<file path="config.mk">
export PLATFORM = sky130hd
export DESIGN_NAME = slab_div_sequencer
export DESIGN_NICKNAME = d
export VERILOG_FILES = /design/src/rtl/slab_div_sequencer.sv
export SDC_FILE = /design/constraint.sdc
export NUM_CORES = 1
export LEC_CHECK = 0
export ABC_CLOCK_PERIOD_IN_PS = 13700
export CAP_MARGIN = 5
export CORE_ASPECT_RATIO = 1.5
export CORE_MARGIN = 10
export CORE_UTILIZATION = 50
export CTS_CLUSTER_SIZE = 10
export DETAILED_ROUTE_END_ITERATION = 7
export GPL_ROUTABILITY_DRIVEN = 1
export MAX_ROUTING_LAYER = met4
export PLACE_DENSITY = 0.9
export SLEW_MARGIN = 20
export SYNTH_ARGS = -nofsm -noshare
export SYNTH_HDL_FRONTEND = slang
export SYNTH_SLANG_ARGS = --single-unit
</file>
<file path="constraint.sdc">
create_clock -name sysclk -period 13.7 [get_ports sysclk]
set_input_delay 1.37 -clock sysclk [delete_from_list [all_inputs] [get_ports sysclk]]
set_output_delay 1.37 -clock sysclk [all_outputs]
set_load 0.01 [all_outputs]
</file>
<file path="src/rtl/slab_div_sequencer.sv">
// slab_div_sequencer: forms per-axis slab numerators, feeds the shared divider
// one axis per cycle (x, y, z), substitutes saturated t for zero divisors and
// collects the in-order quotients into t_x/t_y/t_z for the slab compare stage.
module slab_div_sequencer #(
    parameter int                 DIV_LATENCY = 28,
    parameter logic signed [23:0] T_MAX       = 24'sh7FFFFF
) (
    input  logic        sysclk,
    input  logic        rst,
    input  logic        in_valid,
    output logic        in_ready,
    input  logic [23:0] origin_x,
    input  logic [23:0] origin_y,
    input  logic [23:0] origin_z,
    input  logic [23:0] dir_x,
    input  logic [23:0] dir_y,
    input  logic [23:0] dir_z,
    input  logic [23:0] plane_x,
    input  logic [23:0] plane_y,
    input  logic [23:0] plane_z,
    output logic        div_divisor_tvalid,
    output logic        div_dividend_tvalid,
    output logic [23:0] div_divisor,
    output logic [23:0] div_dividend,
    input  logic        div_tvalid,
    input  logic [23:0] div_result,
    output logic        out_valid,
    input  logic        out_ready,
    output logic [23:0] t_x,
    output logic [23:0] t_y,
    output logic [23:0] t_z,
    output logic [2:0]  zero_mask
);

    typedef enum logic [2:0] {DRAIN, IDLE, ISSUE, WAIT, DONE} state_t;

    localparam int CW = $clog2(DIV_LATENCY + 3);

    state_t            state, state_nx;
    logic [CW-1:0]     drain_cnt;
    logic [1:0]        ax;          // axis being issued
    logic [2:0][23:0]  num;         // saturated numerators, [0] = x
    logic [2:0][23:0]  dvs;         // divisors
    logic [2:0][1:0]   tag_q;       // axis tags of issued divides, in order
    logic [1:0]        wr_ptr;      // doubles as issued count
    logic [1:0]        rd_ptr;      // doubles as received count
    logic [2:0][23:0]  t_r;
    logic [2:0]        zmask;
    logic [23:0]       cur_num;
    logic [23:0]       cur_dvs;
    logic              issue_nz;
    logic              accept;
    logic              take_res;

    // 25-bit difference clamped back into the signed 24-bit range
    function automatic logic [23:0] sat24(input logic [23:0] p, input logic [23:0] o);
        logic [24:0] d;
        d = {p[23], p} - {o[23], o};
        if (d[24] != d[23])
            return d[24] ? 24'h800000 : 24'h7FFFFF;
        return d[23:0];
    endfunction

    // operand mux for the axis currently in the issue slot
    always_comb begin
        cur_num = '0;
        cur_dvs = '0;
        case (ax)
            2'd0: begin cur_num = num[0]; cur_dvs = dvs[0]; end
            2'd1: begin cur_num = num[1]; cur_dvs = dvs[1]; end
            2'd2: begin cur_num = num[2]; cur_dvs = dvs[2]; end
            default: ;
        endcase
    end

    assign issue_nz            = (state == ISSUE) && (cur_dvs != '0);
    assign div_divisor_tvalid  = issue_nz;
    assign div_dividend_tvalid = issue_nz;
    assign div_divisor         = issue_nz ? cur_dvs : '0;
    assign div_dividend        = issue_nz ? cur_num : '0;
    assign accept              = (state == IDLE) && in_valid;
    // results outside WAIT (stale ones after a reset) or beyond the tags are dropped
    assign take_res            = (state == WAIT) && div_tvalid && (rd_ptr != wr_ptr);

    assign t_x       = t_r[0];
    assign t_y       = t_r[1];
    assign t_z       = t_r[2];
    assign zero_mask = zmask;

    // state register
    always_ff @(posedge sysclk or posedge rst) begin
        if (rst) state <= DRAIN;
        else     state <= state_nx;
    end

    // next-state and handshake outputs
    always_comb begin
        state_nx  = state;
        in_ready  = 1'b0;
        out_valid = 1'b0;
        case (state)
            DRAIN: if (drain_cnt == CW'(DIV_LATENCY + 1)) state_nx = IDLE;
            IDLE: begin
                in_ready = 1'b1;
                if (in_valid) state_nx = ISSUE;
            end
            ISSUE: if (ax == 2'd2)
                state_nx = ((wr_ptr != 2'd0) || issue_nz) ? WAIT : DONE;
            WAIT: if (take_res && (rd_ptr + 2'd1 == wr_ptr)) state_nx = DONE;
            DONE: begin
                out_valid = 1'b1;
                if (out_ready) state_nx = IDLE;
            end
            default: state_nx = DRAIN;
        endcase
    end

    // datapath: drain counter, operand capture, issue bookkeeping, result collection
    always_ff @(posedge sysclk or posedge rst) begin
        if (rst) begin
            drain_cnt <= '0;
            ax        <= '0;
            num       <= '0;
            dvs       <= '0;
            tag_q     <= '0;
            wr_ptr    <= '0;
            rd_ptr    <= '0;
            t_r       <= '0;
            zmask     <= '0;
        end else begin
            drain_cnt <= (state == DRAIN) ? drain_cnt + CW'(1) : '0;
            if (accept) begin
                num    <= {sat24(plane_z, origin_z), sat24(plane_y, origin_y), sat24(plane_x, origin_x)};
                dvs    <= {dir_z, dir_y, dir_x};
                ax     <= '0;
                wr_ptr <= '0;
                rd_ptr <= '0;
            end
            if (state == ISSUE) begin
                ax <= (ax == 2'd2) ? 2'd0 : ax + 2'd1;
                if (cur_dvs != '0) begin
                    tag_q[wr_ptr] <= ax;
                    wr_ptr        <= wr_ptr + 2'd1;
                end else begin
                    t_r[ax]   <= cur_num[23] ? ~T_MAX : T_MAX;
                    zmask[ax] <= 1'b1;
                end
            end
            if (take_res) begin
                t_r[tag_q[rd_ptr]] <= div_result;
                rd_ptr             <= rd_ptr + 2'd1;
            end
            if ((state == DONE) && out_ready) begin
                zmask  <= '0;
                tag_q  <= '0;
                wr_ptr <= '0;
                rd_ptr <= '0;
            end
        end
    end

endmodule

</file>
==> results.sh <==
export IMPL_critPathLaunch="ax[0]"
export IMPL_path_max_fanout=77
export IMPL_clk_pin_slew_ns=0.06
export IMPL_floorplan_initialDensity=0.507
export IMPL_crit_slowest_cell="nor2b_2"
export IMPL_numCtsBuffers=28
export IMPL_async_reset_ff_frac=1.00
export IMPL_rsz0062_at_grt="no"
export IMPL_place_hpwl_microns=40000
export IMPL_yosysMostFrequentCell="nand2_1"
export IMPL_p_leak_nw=9.00
export IMPL_syn_area_sq_um=15400
export IMPL_status="complete, no violations"
export IMPL_fin_skew_ns=0.0114
export IMPL_grt_use_met1=0.279
export IMPL_crit_chain="buf_4 -> nor2b_2 -> nand2_1 -> and3_1 -> nand4_1 -> a211oi_2 -> nand2b_2 -> buf_4 -> nor2_1 -> clkdlybuf4s50_1"
export IMPL_first_pass_iters=6
export IMPL_hold_viol_final=0
export IMPL_startpoint_type="flip-flop"
export IMPL_wl_microns=51600
export IMPL_wl_per_cell_microns=19.5
export IMPL_yosysTopAreaCellShare=0.388
export IMPL_critPathCaptureType="primary output"
export IMPL_fin_crit_sh=0.450
export IMPL_holdBufCountCts=0
export IMPL_crit_required_ns=12.33
export IMPL_synthCells=1936
export IMPL_ys_top_cells_by_count="375 x nand2_1, 255 x a21oi_1, 239 x dfrtp_1"
export IMPL_fin_nets=2560
export IMPL_path_buf_inv=3
export IMPL_cp_arrival_ns=4.80
export IMPL_area_growth_pct=30.0
export IMPL_avgSynthCellArea_sq_um=7.95
export IMPL_vias_per_cell=5.81
export IMPL_cts_htree_levels=1
export IMPL_path_common_cell="buf_4"
export IMPL_fmax_mhz=162
export IMPL_grt_pass1_wl_microns=80200
export IMPL_final_cell_area_sq_um=20000
export IMPL_vias=15400
export IMPL_grt_busiest_layer="met2"
export IMPL_clock_latency_ns=0.53
export IMPL_postRouteAntennaNets=0
export IMPL_antenna_found_initial=3
export IMPL_post_cts_buffers=0
export IMPL_synth_area_leaders="dfrtp_1 39%, nand2_1 9.1%, a21oi_1 8.3%, ha_1 6.3%, nor2_1 4.9%"
export IMPL_drive_above_1_share=0.0339
export IMPL_cp_top_family="simple AND/OR/NAND/NOR gates"
export IMPL_synth_cell_types=76
export IMPL_synth_edff_count=0
export IMPL_ys_warn_count=0
export IMPL_overflow=0
export IMPL_grt_max_degree=106
export IMPL_syn_nets=2261
export IMPL_rows=78
export IMPL_met3_usage=0.0304
export IMPL_core_sq_um=30400
export IMPL_worst_slew_pin_slew_ns=1.12
export IMPL_ys_seq_area_frac=0.388
export IMPL_cpPeakStageDelay_ns=0.97
export IMPL_clock_sinks=239
export IMPL_first_global_vias=15300
export IMPL_io_buffers=371
export IMPL_setup_tns_ns=0
export IMPL_root_buffer="clkbuf_16"
export IMPL_maxSlewHeadroom=0.255
export IMPL_cts_resized_gates=0
export IMPL_period_needed_ns=6.17
export IMPL_fp_dieH_microns=235
export IMPL_hold_class="reg2reg"
export IMPL_synth_seq_cells=239
export IMPL_drc_errors=0
export IMPL_ios=372
export IMPL_crit_type="reg2out"
export IMPL_slew_viol_final=0
export IMPL_met2_usage=0.453
export IMPL_drv_cap=0
export IMPL_peakVddDrop_mv=0.0882
export IMPL_min_from="dvs[57]"
export IMPL_routabilityCongestion=0.930
export IMPL_clockBufferDepth=3
export IMPL_dieArea_sq_um=38400
export IMPL_chipWidth_microns=163
export IMPL_grtUsageTotal=0.263
export IMPL_synthFlopType="dfrtp_1"
export IMPL_drt_iter0_markers=1168
export IMPL_yosysTopAreaCell="dfrtp_1"
export IMPL_powerDensity_nw_per_um2=183
export IMPL_place_area_sq_um=19200
export IMPL_setup_viol=0
export IMPL_tritoncts="done"
export IMPL_worstReg2RegStart="ax[1]"
==> layout make-up <==
cell class,instances,area [sq um]
multi-input combinational,1481,8580
tap,400,500
timing repair buffer,380,3780
sequential,239,5980
inverter,105,402
clock buffer,33,751
clock inverter,1,8.76
fill,2498,10300
antenna,3,7.51
==> report_power, final <==
part           total (mW)  internal, mW  switching, mW  leakage, nW
registers            1.30          1.03          0.262         2.87
logic                1.71         0.766          0.943         5.75
clock network       0.651         0.378          0.273        0.373
total                3.66          2.18           1.48         9.00
==> layout by cell type (no fill, tap or decap), drive strengths merged, types with 14 or more instances in the layout <==
| cell | count |
|---|---|
| a21oi | 258 |
| dfrtp | 239 |
| a21o | 35 |
| clkdlybuf4s50 | 371 |
| a211oi | 14 |
| o31ai | 20 |
| a31oi | 20 |
| nor2b | 15 |
| inv | 106 |
| xor2 | 23 |
| nor3 | 26 |
| nand2 | 375 |
| o21ai | 134 |
| nor4 | 15 |
| o21a | 18 |
| clkbuf | 33 |
| nor2 | 205 |
| nand3 | 25 |
| ha | 77 |
| xnor2 | 34 |
| mux2i | 52 |
==> registers in the layout, indices dropped and copies added (netlist names), 5 cells and up <==
| signal | count |
|---|---|
| drain_cnt | 5 |
| dvs | 72 |
| num | 72 |
| t_x | 24 |
| t_y | 24 |
| t_z | 24 |
| tag_q | 6 |
==> path summary, 6_finish.rpt <==
check / end / slack (ns) / cells past startpoint
worst min-delay path: dvs[57] / 0.48 / 2
worst max register to register: t_y[15] / 9.32 / 10
max in group asynchronous: ax[1] / 10.77 / 3
worst min register to register: dvs[57] / 0.48 / 2
worst max-delay path: div_divisor[23] / 7.53 / 10
min in group asynchronous: dvs[34] / 1.36 / 2
==> per-stage QoR <==
step                power, mW  setup slack (ns)  utilization  hold WS [ns]  cells
floorplan                2.22              5.77            -         0.438   1936
global placement         2.93              8.27        0.633         0.459   2605
detailed placement       2.99              8.17        0.633         0.467   2605
CTS                      3.65              7.57        0.658         0.480   2639
global route             3.89              7.28        0.659         0.506   2642
finish                   3.66              7.53        0.659         0.478   2642
==> worst reg2reg max path: stages, from the launching register on <==
cell,delay (ns)
dfrtp_2,0.36
buf_4,0.70
mux2i_1,0.31
nor2_1,0.06
a21oi_1,0.20
nand4_1,0.14
a211oi_2,0.47
nand3_2,0.62
nor2_2,1.11
a21oi_1,0.12
a21oi_1,0.20
==> logic make-up after synthesis <==
family	Yosys count	share of synthesized area
AOI/OAI and AO/OA	566	0.220
xor gates and xnor gates	57	0.0329
adders and majority gates	88	0.0717
buffers and inverters	216	0.0570
DFF	239	0.388
muxes	52	0.0338
and+or+nand+nor	718	0.196
==> per-layer routing <==
metal | part of all wire | routed length [microns]
met3 | 0.056 | 2880
met1 | 0.37 | 19100
met2 | 0.51 | 26400
met4 | 0.064 | 3330
met5 | 0 | 0
No activity file was read; power rests on OpenSTA's default activity.
